[src/rtl/y86_pkg.sv]
// Shared Y86-64 encoding constants and types for the instruction encoder and the fetch-side length check.
package y86_pkg;

   localparam logic [3:0] I_HALT   = 4'h0;
   localparam logic [3:0] I_NOP    = 4'h1;
   localparam logic [3:0] I_RRMOVQ = 4'h2;
   localparam logic [3:0] I_IRMOVQ = 4'h3;
   localparam logic [3:0] I_RMMOVQ = 4'h4;
   localparam logic [3:0] I_MRMOVQ = 4'h5;
   localparam logic [3:0] I_OPQ    = 4'h6;
   localparam logic [3:0] I_JXX    = 4'h7;
   localparam logic [3:0] I_CALL   = 4'h8;
   localparam logic [3:0] I_RET    = 4'h9;
   localparam logic [3:0] I_PUSHQ  = 4'hA;
   localparam logic [3:0] I_POPQ   = 4'hB;

   localparam logic [3:0] FNONE    = 4'hF;

   typedef enum logic {
      IDLE = 1'b0,
      EMIT = 1'b1
   } enc_state_t;

endpackage

[src/rtl/y86_inst_len.sv]
// Combinational icode/ifun -> instruction length, register-byte flag and validity.
// Define ENC_FNCHK_EN to also reject ifun values that are illegal for the icode.
module y86_inst_len
   import y86_pkg::*;
(
   input  logic [3:0] i_icode,
   input  logic [3:0] i_ifun,
   output logic [3:0] o_len,
   output logic       o_has_reg,
   output logic       o_valid
);

`ifdef ENC_FNCHK_EN
   localparam logic FNCHK_EN = 1'b1;
`else
   localparam logic FNCHK_EN = 1'b0;
`endif

   logic w_icode_ok;
   logic w_fn_ok;

   always_comb begin
      o_len      = 4'd0;
      o_has_reg  = 1'b0;
      w_icode_ok = 1'b1;
      w_fn_ok    = (i_ifun == 4'h0);
      case (i_icode)
         I_HALT, I_NOP, I_RET: o_len = 4'd1;
         I_RRMOVQ: begin
            o_len     = 4'd2;
            o_has_reg = 1'b1;
            w_fn_ok   = (i_ifun <= 4'd6);
         end
         I_OPQ: begin
            o_len     = 4'd2;
            o_has_reg = 1'b1;
            w_fn_ok   = (i_ifun <= 4'd3);
         end
         I_PUSHQ, I_POPQ: begin
            o_len     = 4'd2;
            o_has_reg = 1'b1;
         end
         I_JXX: begin
            o_len   = 4'd9;
            w_fn_ok = (i_ifun <= 4'd6);
         end
         I_CALL: o_len = 4'd9;
         I_IRMOVQ, I_RMMOVQ, I_MRMOVQ: begin
            o_len     = 4'd10;
            o_has_reg = 1'b1;
         end
         default: w_icode_ok = 1'b0;
      endcase
      o_valid = w_icode_ok & (w_fn_ok | ~FNCHK_EN);
   end

endmodule

[src/rtl/y86_inst_encoder.sv]
// Serialises decoded Y86-64 instruction fields into imem, one little-endian byte per cycle.
// Define ENC_FNCHK_EN to reject instructions whose ifun is illegal for their icode.
module y86_inst_encoder
   import y86_pkg::*;
#(
   parameter int ADDR_W = 64
) (
   input  logic              clk,
   input  logic              rst,
   input  logic              addr_load,
   input  logic [ADDR_W-1:0] start_addr,
   input  logic              in_valid,
   output logic              in_ready,
   input  logic [3:0]        icode,
   input  logic [3:0]        ifun,
   input  logic [3:0]        ra,
   input  logic [3:0]        rb,
   input  logic [63:0]       valc,
   output logic              mem_we,
   input  logic              mem_wait,
   output logic [ADDR_W-1:0] mem_addr,
   output logic [7:0]        mem_wdata,
   output logic              done,
   output logic              err,
   output logic [ADDR_W-1:0] wr_ptr
);

   enc_state_t        r_state;
   enc_state_t        w_next_state;
   logic [ADDR_W-1:0] r_wr_ptr;
   logic [3:0]        r_idx;
   logic [3:0]        r_len;
   logic              r_has_reg;
   logic [3:0]        r_icode;
   logic [3:0]        r_ifun;
   logic [3:0]        r_ra;
   logic [3:0]        r_rb;
   logic [63:0]       r_valc;
   logic              r_done;
   logic              r_err;

   logic [3:0]        w_len;
   logic              w_has_reg;
   logic              w_valid;
   logic              w_hs;
   logic              w_accept;
   logic              w_last;
   logic [2:0]        w_vsel;
   logic [7:0]        w_byte;

   y86_inst_len u_len (
      .i_icode   (icode),
      .i_ifun    (ifun),
      .o_len     (w_len),
      .o_has_reg (w_has_reg),
      .o_valid   (w_valid)
   );

   assign w_hs     = (r_state == IDLE) & in_valid;
   assign w_accept = (r_state == EMIT) & ~mem_wait;
   assign w_last   = w_accept & (r_idx == 4'(r_len - 4'd1));

   always_comb begin
      w_next_state = r_state;
      case (r_state)
         IDLE:    if (w_hs && w_valid) w_next_state = EMIT;
         EMIT:    if (w_last)          w_next_state = IDLE;
         default: w_next_state = IDLE;
      endcase
   end

   always_ff @(posedge clk) begin
      if (rst) r_state <= IDLE;
      else     r_state <= w_next_state;
   end

   // NOTE: the latched instruction fields are only read in EMIT, after a handshake has
   // loaded them, so they carry no reset and only the control state is cleared.
   always_ff @(posedge clk) begin
      if (rst) begin
         r_wr_ptr <= '0;
         r_idx    <= 4'd0;
         r_done   <= 1'b0;
         r_err    <= 1'b0;
      end else begin
         r_done <= w_last;
         r_err  <= w_hs & ~w_valid;
         if (r_state == IDLE) begin
            if (addr_load) r_wr_ptr <= start_addr;
            if (w_hs) begin
               r_idx     <= 4'd0;
               r_len     <= w_len;
               r_has_reg <= w_has_reg;
               r_icode   <= icode;
               r_ifun    <= ifun;
               r_ra      <= ra;
               r_rb      <= rb;
               r_valc    <= valc;
            end
         end else if (w_accept) begin
            r_wr_ptr <= r_wr_ptr + ADDR_W'(1);
            r_idx    <= r_idx + 4'd1;
         end
      end
   end

   // valC byte number: byte index minus the opcode byte and, if present, the register byte
   assign w_vsel = 3'(r_idx - (r_has_reg ? 4'd2 : 4'd1));

   always_comb begin
      w_byte = r_valc[{w_vsel, 3'b000} +: 8];
      if (r_idx == 4'd0)                 w_byte = {r_icode, r_ifun};
      else if (r_has_reg && r_idx == 4'd1) w_byte = {r_ra, r_rb};
   end

   assign in_ready  = (r_state == IDLE);
   assign mem_we    = (r_state == EMIT);
   assign mem_addr  = r_wr_ptr;
   assign mem_wdata = mem_we ? w_byte : 8'h00;
   assign done      = r_done;
   assign err       = r_err;
   assign wr_ptr    = r_wr_ptr;

endmodule

[config.mk]
export PLATFORM = sky130hd
export DESIGN_NAME = y86_inst_encoder
export DESIGN_NICKNAME = d
export VERILOG_FILES = /design/src/rtl/y86_pkg.sv /design/src/rtl/y86_inst_len.sv /design/src/rtl/y86_inst_encoder.sv
export SDC_FILE = /design/constraint.sdc
export NUM_CORES = 1
export LEC_CHECK = 0
export CAP_MARGIN = 15
export CORE_MARGIN = 1
export CORE_UTILIZATION = 25
export DETAILED_ROUTE_END_ITERATION = 8
export HOLD_SLACK_MARGIN = 0.1
export PLACE_DENSITY = 0.58
export SLEW_MARGIN = 20
export SYNTH_ARGS = -nofsm -noshare
export SYNTH_HDL_FRONTEND = slang
export SYNTH_SLANG_ARGS = --single-unit
[constraint.sdc]
create_clock -name clk -period 11.8 [get_ports clk]
set_clock_uncertainty 0.05 [all_clocks]
set_input_delay 2.36 -clock clk [delete_from_list [all_inputs] [get_ports clk]]
set_output_delay 2.36 -clock clk [all_outputs]
set_load 0.02 [all_outputs]
==> results of run 1 <==
## report_power, final
group          internal, W  switching [W]  total [W]
combinational     0.000171       0.000171   0.000341
clock             0.000294       0.000248   0.000542
sequential        0.000606      0.0000551   0.000661
total              0.00107       0.000474    0.00154
## cells in the final DEF, fill, tap and decap left out, types with 7 or more instances in the layout
cell | Yosys | final
clkdlybuf4s50_1 | 0 | 287
nand2_1 | 130 | 130
edfxtp_1 | 84 | 84
dfxtp_1 | 71 | 70
nor2_1 | 50 | 50
nor4_1 | 38 | 38
nand4_1 | 37 | 37
nand3_1 | 34 | 34
a31oi_1 | 33 | 33
o21ai_0 | 32 | 32
a21oi_1 | 30 | 30
nor3_1 | 27 | 27
inv_1 | 24 | 24
mux2i_1 | 22 | 22
clkbuf_16 | 0 | 17
mux4_2 | 16 | 16
and3_1 | 13 | 13
a311oi_1 | 11 | 11
buf_4 | 64 | 11
o311ai_0 | 8 | 8
a211oi_1 | 8 | 8
o311a_1 | 8 | 8
or4_1 | 7 | 7
and4_1 | 7 | 7
## layer usage
layer / routed length [um] / GRT usage, %
met2: 15000 / 28.9
met3: 2730 / 5.00
met4: 547 / 5.16
met1: 13000 / 22.2
met5: 17 / 0
## metrics by stage
step	std cells	hold slack (ns)
detailed placement	1540	0.487
floorplan	917	0.475
CTS	1570	0.501
global route	1570	0.564
finish	1570	0.500
global placement	1540	0.484
## worst max-delay path: cells and delay by family, from the launching register on
family          cells  cell delay (ns)
flops               1             0.39
compound gates      2             0.40
buf+inv             3             0.82
fa+ha+maj           2             1.13
simple gates        1             0.10
mux                 2             0.42
## area by class of cell
type | count | area (um2) | share of cell area, %
clock buffers | 17 | 425 | 3.53
clock inverters | 13 | 135 | 1.12
inverters | 25 | 93.8 | 0.779
multi-input cells | 613 | 3930 | 32.6
flip-flops and latches | 155 | 3950 | 32.7
well taps | 448 | 561 | 4.65
repair buffers | 299 | 2960 | 24.6
## cell families after synthesis
logic type	after synthesis	synth area share [%]
flip-flops	155	45.6
buffers and inverters	149	9.31
AND/OR/NAND/NOR	383	22.4
adder cells (fa/ha/maj)	7	1.10
AO/OA/AOI/OAI	178	14.1
XOR/XNOR	4	0.405
multiplexers	41	7.10
## worst paths after layout
| kind | end |
|---|---|
| setup / recovery | mem_wdata[1] |
| hold / removal | mem_addr[40] |
| setup reg to reg | mem_addr[60] |
| hold reg to reg | mem_addr[40] |
==> flow_summary_export.csv, run 1 <==
group,metric,value,unit
place,io_buffers,288,
global_route,grt_pass1_wl,47300,um
floorplanning,core,33800,um2
synth,synth.avg_cell_area,9.44,um2
sta,finalMaxSlewViolations,0,
synth,yosys_warnings,0,
clock_network,cts_buffers,17,
flow_run,maxCapViolations,0,
setup_path,r2r_cells,6,
synth,synth-async-reset-ratio,0,%
synth,synth_nets,1073,
synth,synth_top_cell_area_share,29.1,%
floorplanning,die_w,188,um
global_route,grt_pass1_vias,7790,
setup_path,reg2reg_from,"mem_addr[0]",
detailed_routing,avgViaCountPerCell,5.16,
sta,tightestPinTransition,1.09,ns
finish,fin_util,35.7,%
clock_network,cts_tree,"done",
setup_path,path_class,"reg -> out",
detailed_routing,detail-route-antenna-nets,0,
synth,seq_area_frac_synth,45.6,%
min_path,min_from,"mem_addr[40]",
power_and_ir_drop,power.leakage,3.89,nW
clock_network,clock-sinks,155,
setup_path,end_kind,"output port",
setup_path,path_max_fanout,16,
synth,synthDistinctLibCells,65,
place,placed_cell_area,11500,um2
global_route,track_usage,17.6,%
power_and_ir_drop,ir_worst_vdd,0.0930,mV
finish,drive_gt1_share,7.40,%
floorplanning,pin_count,289,
sta,fin_crit,6.10,ns
sta,finalHoldViolCount,0,
power_and_ir_drop,finalPower,0.00154,W
global_route,grt_max_degree,86,
finish,design_area,12000,um2
detailed_routing,firstDrtPassIters,5,
sta,setup_slack,5.70,ns
synth,ys_top_cells_by_count,"130 x nand2_1, 84 x edfxtp_1, 71 x dfxtp_1",
setup_path,cp_slowest_cell,"fa_1",
global_route,antenna_found_initial,1,
sta,fmax,164,MHz
detailed_routing,drt_wl_total,31300,um
place,hpwl,22900,um
finish,antenna_cells,0,
detailed_routing,wire_per_inst,20.0,um
synth,synth-main-ff-cell,"edfxtp_1",
setup_path,critPathArrivalTime,3.69,ns
detailed_routing,drc,0,
synth,yosysMostFrequentCell,"nand2_1",
clock_network,htree_num_levels,4,
clock_network,clockRootBuffer,"clkbuf_16",
finish,fin_nets,1267,
place,post-place-ws,6.17,ns
clock_network,cts-resized-gates,0,
finish,area_growth,39.2,%
synth,netlist_instances,917,
setup_path,slowest_delay,0.98,ns
sta,rsz0062_at_grt,"no",
setup_path,start_kind,"register",
clock_network,clk_latency,0.44,ns
synth,synth-edff-count,84,
synth,synth_area,8660,um2
setup_path,worstPathCellList,"inv_1 -> ha_1 -> inv_1 -> fa_1 -> mux4_2 -> mux2i_1 -> nand2_1 -> o21ai_0 -> o21ai_0 -> clkdlybuf4s50_1",
floorplanning,die_y,188,um
global_route,grt_overflow,0,
min_path,hold_depth,2,
clock_network,ctsLongestPathBuffers,2,
run_status,status,"finished clean",
detailed_routing,via_count,8095,
setup_path,r2r_slack,8.59,ns
sta,setup_viol,0,
sta,min_period_over_period,51.7,%
floorplanning,fp.dieArea,35400,um2
finish,nFillCells,3405,
synth,synth-seq-cells,155,
sta,fin_tns_setup,0,ns
place,finalWeightedCongestion,0.850,
setup_path,startpoint,"r_has_reg",
clock_network,cts_setup_buffers,0,
synth,synthTopCellsByArea,"edfxtp_1 29%, dfxtp_1 16%, nand2_1 5.6%",
floorplanning,start_util,25.6,%
floorplanning,rows,67,
clock_network,clkTransAtPathRegs,0.07,ns
sta,relSlewSlack,27.5,%
min_path,hold_class,"reg -> reg",
power_and_ir_drop,power_density,128,nW/um2
synth,synth_area_leader_cell,"edfxtp_1",
detailed_routing,drt_iter0_drc,578,
setup_path,critPathRequiredTime,9.39,ns
clock_network,cts_hold_buffers,0,
Power figures use the tool's default switching activity.
==> inputs of run 2 (changes only) <==
==> constraint.sdc (replaced) <==
create_clock -name clk -period 5.85 [get_ports clk]
set_clock_uncertainty 0.05 [all_clocks]
set_input_delay 1.17 -clock clk [delete_from_list [all_inputs] [get_ports clk]]
set_output_delay 1.17 -clock clk [all_outputs]
set_load 0.02 [all_outputs]
==> run 2 against run 1 <==
Compared with the run above:
- final area increased by 0.36%
- combinational power up 100%
- worst hold slack better by 0.0053 ns
- sequential power increased by 100%
- non-clock buffer count down 1
- critical path type unchanged
- largest cell class unchanged
- highest routed layer unchanged
==> flow_summary_export.csv, run 2 (synthesized netlist as in run 1, its figures left out) <==
group,metric,value,unit
sta,rsz0062_at_grt,"no",
detailed_routing,drt_iter0_drc,565,
detailed_routing,drc,0,
power_and_ir_drop,power_density,265,nW/um2
clock_network,cts_tree,"done",
global_route,grt_overflow,0,
place,io_buffers,288,
detailed_routing,wire_per_inst,20.2,um
setup_path,path_max_fanout,8,
sta,fin_crit,4.93,ns
sta,hold_ws,0.505,ns
flow_run,maxCapViolations,0,
setup_path,start_kind,"register",
setup_path,slowest_delay,0.88,ns
detailed_routing,avgViaCountPerCell,5.23,
min_path,whs_endpoint,"mem_addr[40]",
sta,fmax,203,MHz
power_and_ir_drop,ir_worst_vdd,0.190,mV
clock_network,cts_hold_buffers,0,
detailed_routing,wl_met1,12900,um
global_route,track_usage,17.6,%
floorplanning,fp.dieArea,35400,um2
setup_path,end_kind,"output port",
clock_network,clk_latency,0.44,ns
global_route,grt_pass1_vias,7850,
clock_network,cts_setup_buffers,0,
detailed_routing,drt_wl_total,31700,um
setup_path,crit_buf_inv,3,
detailed_routing,top_layer_used,"met5",
setup_path,startpoint,"r_idx[0]",
setup_path,cp_top_family,"XOR/XNOR gates",
setup_path,worstPathCellList,"inv_1 -> ha_1 -> inv_1 -> fa_1 -> xor2_1 -> mux2i_1 -> nand2_1 -> o21ai_0 -> o21ai_0 -> clkdlybuf4s50_1",
place,finalWeightedCongestion,0.858,
sta,finalHoldViolCount,0,
setup_path,path_class,"reg -> out",
global_route,antenna_found_initial,3,
floorplanning,core,33800,um2
place,hpwl,23100,um
detailed_routing,via_count,8217,
finish,fin_nets,1266,
sta,fin_tns_setup,0,ns
min_path,hold_depth,2,
setup_path,rr_endpoint,"mem_addr[60]",
setup_path,cp_slowest_cell,"xor2_1",
setup_path,r2r_slack,2.52,ns
sta,relSlewSlack,24.8,%
floorplanning,die_y,188,um
detailed_routing,detail-route-antenna-nets,0,
setup_path,reg2reg_from,"mem_addr[0]",
global_route,grt_pass1_wl,47700,um
detailed_routing,firstDrtPassIters,5,
floorplanning,start_util,25.6,%
finish,layout_common_cells,"287 x clkdlybuf4s50_1, 130 x nand2_1, 84 x edfxtp_1",
clock_network,cts_buffers,17,
finish,area_growth,39.7,%
floorplanning,rows,67,
clock_network,htree_num_levels,4,
setup_path,r2r_cells,6,
finish,final_common_cell,"clkdlybuf4s50_1",
detailed_routing,route.met3.wl,2960,um
clock_network,clockRootBuffer,"clkbuf_16",
global_route,grt_max_degree,86,
run_status,status,"finished clean",
sta,finalMaxSlewViolations,0,
clock_network,clock-sinks,155,
clock_network,cts-resized-gates,0,
sta,tightestPinTransition,1.12,ns
floorplanning,die_w,188,um
clock_network,clkTransAtPathRegs,0.07,ns
setup_path,critPathArrivalTime,3.71,ns
min_path,min_from,"mem_addr[40]",
setup_path,critPathRequiredTime,4.63,ns
clock_network,ctsLongestPathBuffers,2,
sta,setup_viol,0,
finish,antenna_cells,0,
finish,drive_gt1_share,7.39,%
min_path,hold_class,"reg -> reg",
detailed_routing,wl_met2,15200,um
power_and_ir_drop,power.leakage,3.92,nW
sta,min_period_over_period,84.4,%
floorplanning,pin_count,289,
[run 2: worst min-delay path: stages, from the launching register on]
cell,delay [ns]
dfxtp_1,0.37
inv_1,0.07
a31oi_1,0.07
[run 2: cell type report]
cell class                      count  area (um2)
Clock buffer                       18         429
Timing Repair Buffer              298        2950
Multi-Input combinational cell    613        3930
Inverter                           25        93.8
Sequential cell                   155        3950
Fill cell                        3421       21700
Clock inverter                     14         176
Tap cell                          448         561
[run 2: per-stage QoR]
stage	utilization (%)	power (W)	worst slack [ns]	std cells	area [um2]
after floorplan	-	0.00172	0.642	917	8660
after global placement	34.0	0.00204	1.43	1539	11500
after detailed placement	34.0	0.00205	1.38	1539	11500
after CTS	35.8	0.00322	0.895	1571	12100
after global routing	35.8	0.00332	0.710	1571	12100
final	35.8	0.00320	0.915	1571	12100
[run 2: report_power, final]
group	switching, W	leakage [nW]	internal [W]
logic	0.000340	2.26	0.000344
clock network	0.000525	0.295	0.000649
registers	0.000119	1.37	0.00122
total	0.000984	3.92	0.00222
[run 2: metal layers]
layer,track usage (%),vias to the layer above
met5,0,-
met4,5.63,4
met3,5.17,55
met2,29.6,461
met1,21.6,3884
li1,-,3813
[run 2: how the worst max path moves through the flow]
| stage | endpoint | slack [ns] | cells after the start |
|---|---|---|---|
| 2_1_floorplan | r_has_reg | 0.64 | 2 |
| 3_3_place_gp | mem_wdata[7] | 1.43 | 10 |
| 3_5_place_dp | mem_wdata[4] | 1.38 | 10 |
| 4_1_cts | mem_wdata[4] | 0.90 | 10 |
| 5_1_grt | mem_wdata[5] | 0.71 | 10 |
| 6_report | mem_wdata[7] | 0.92 | 10 |
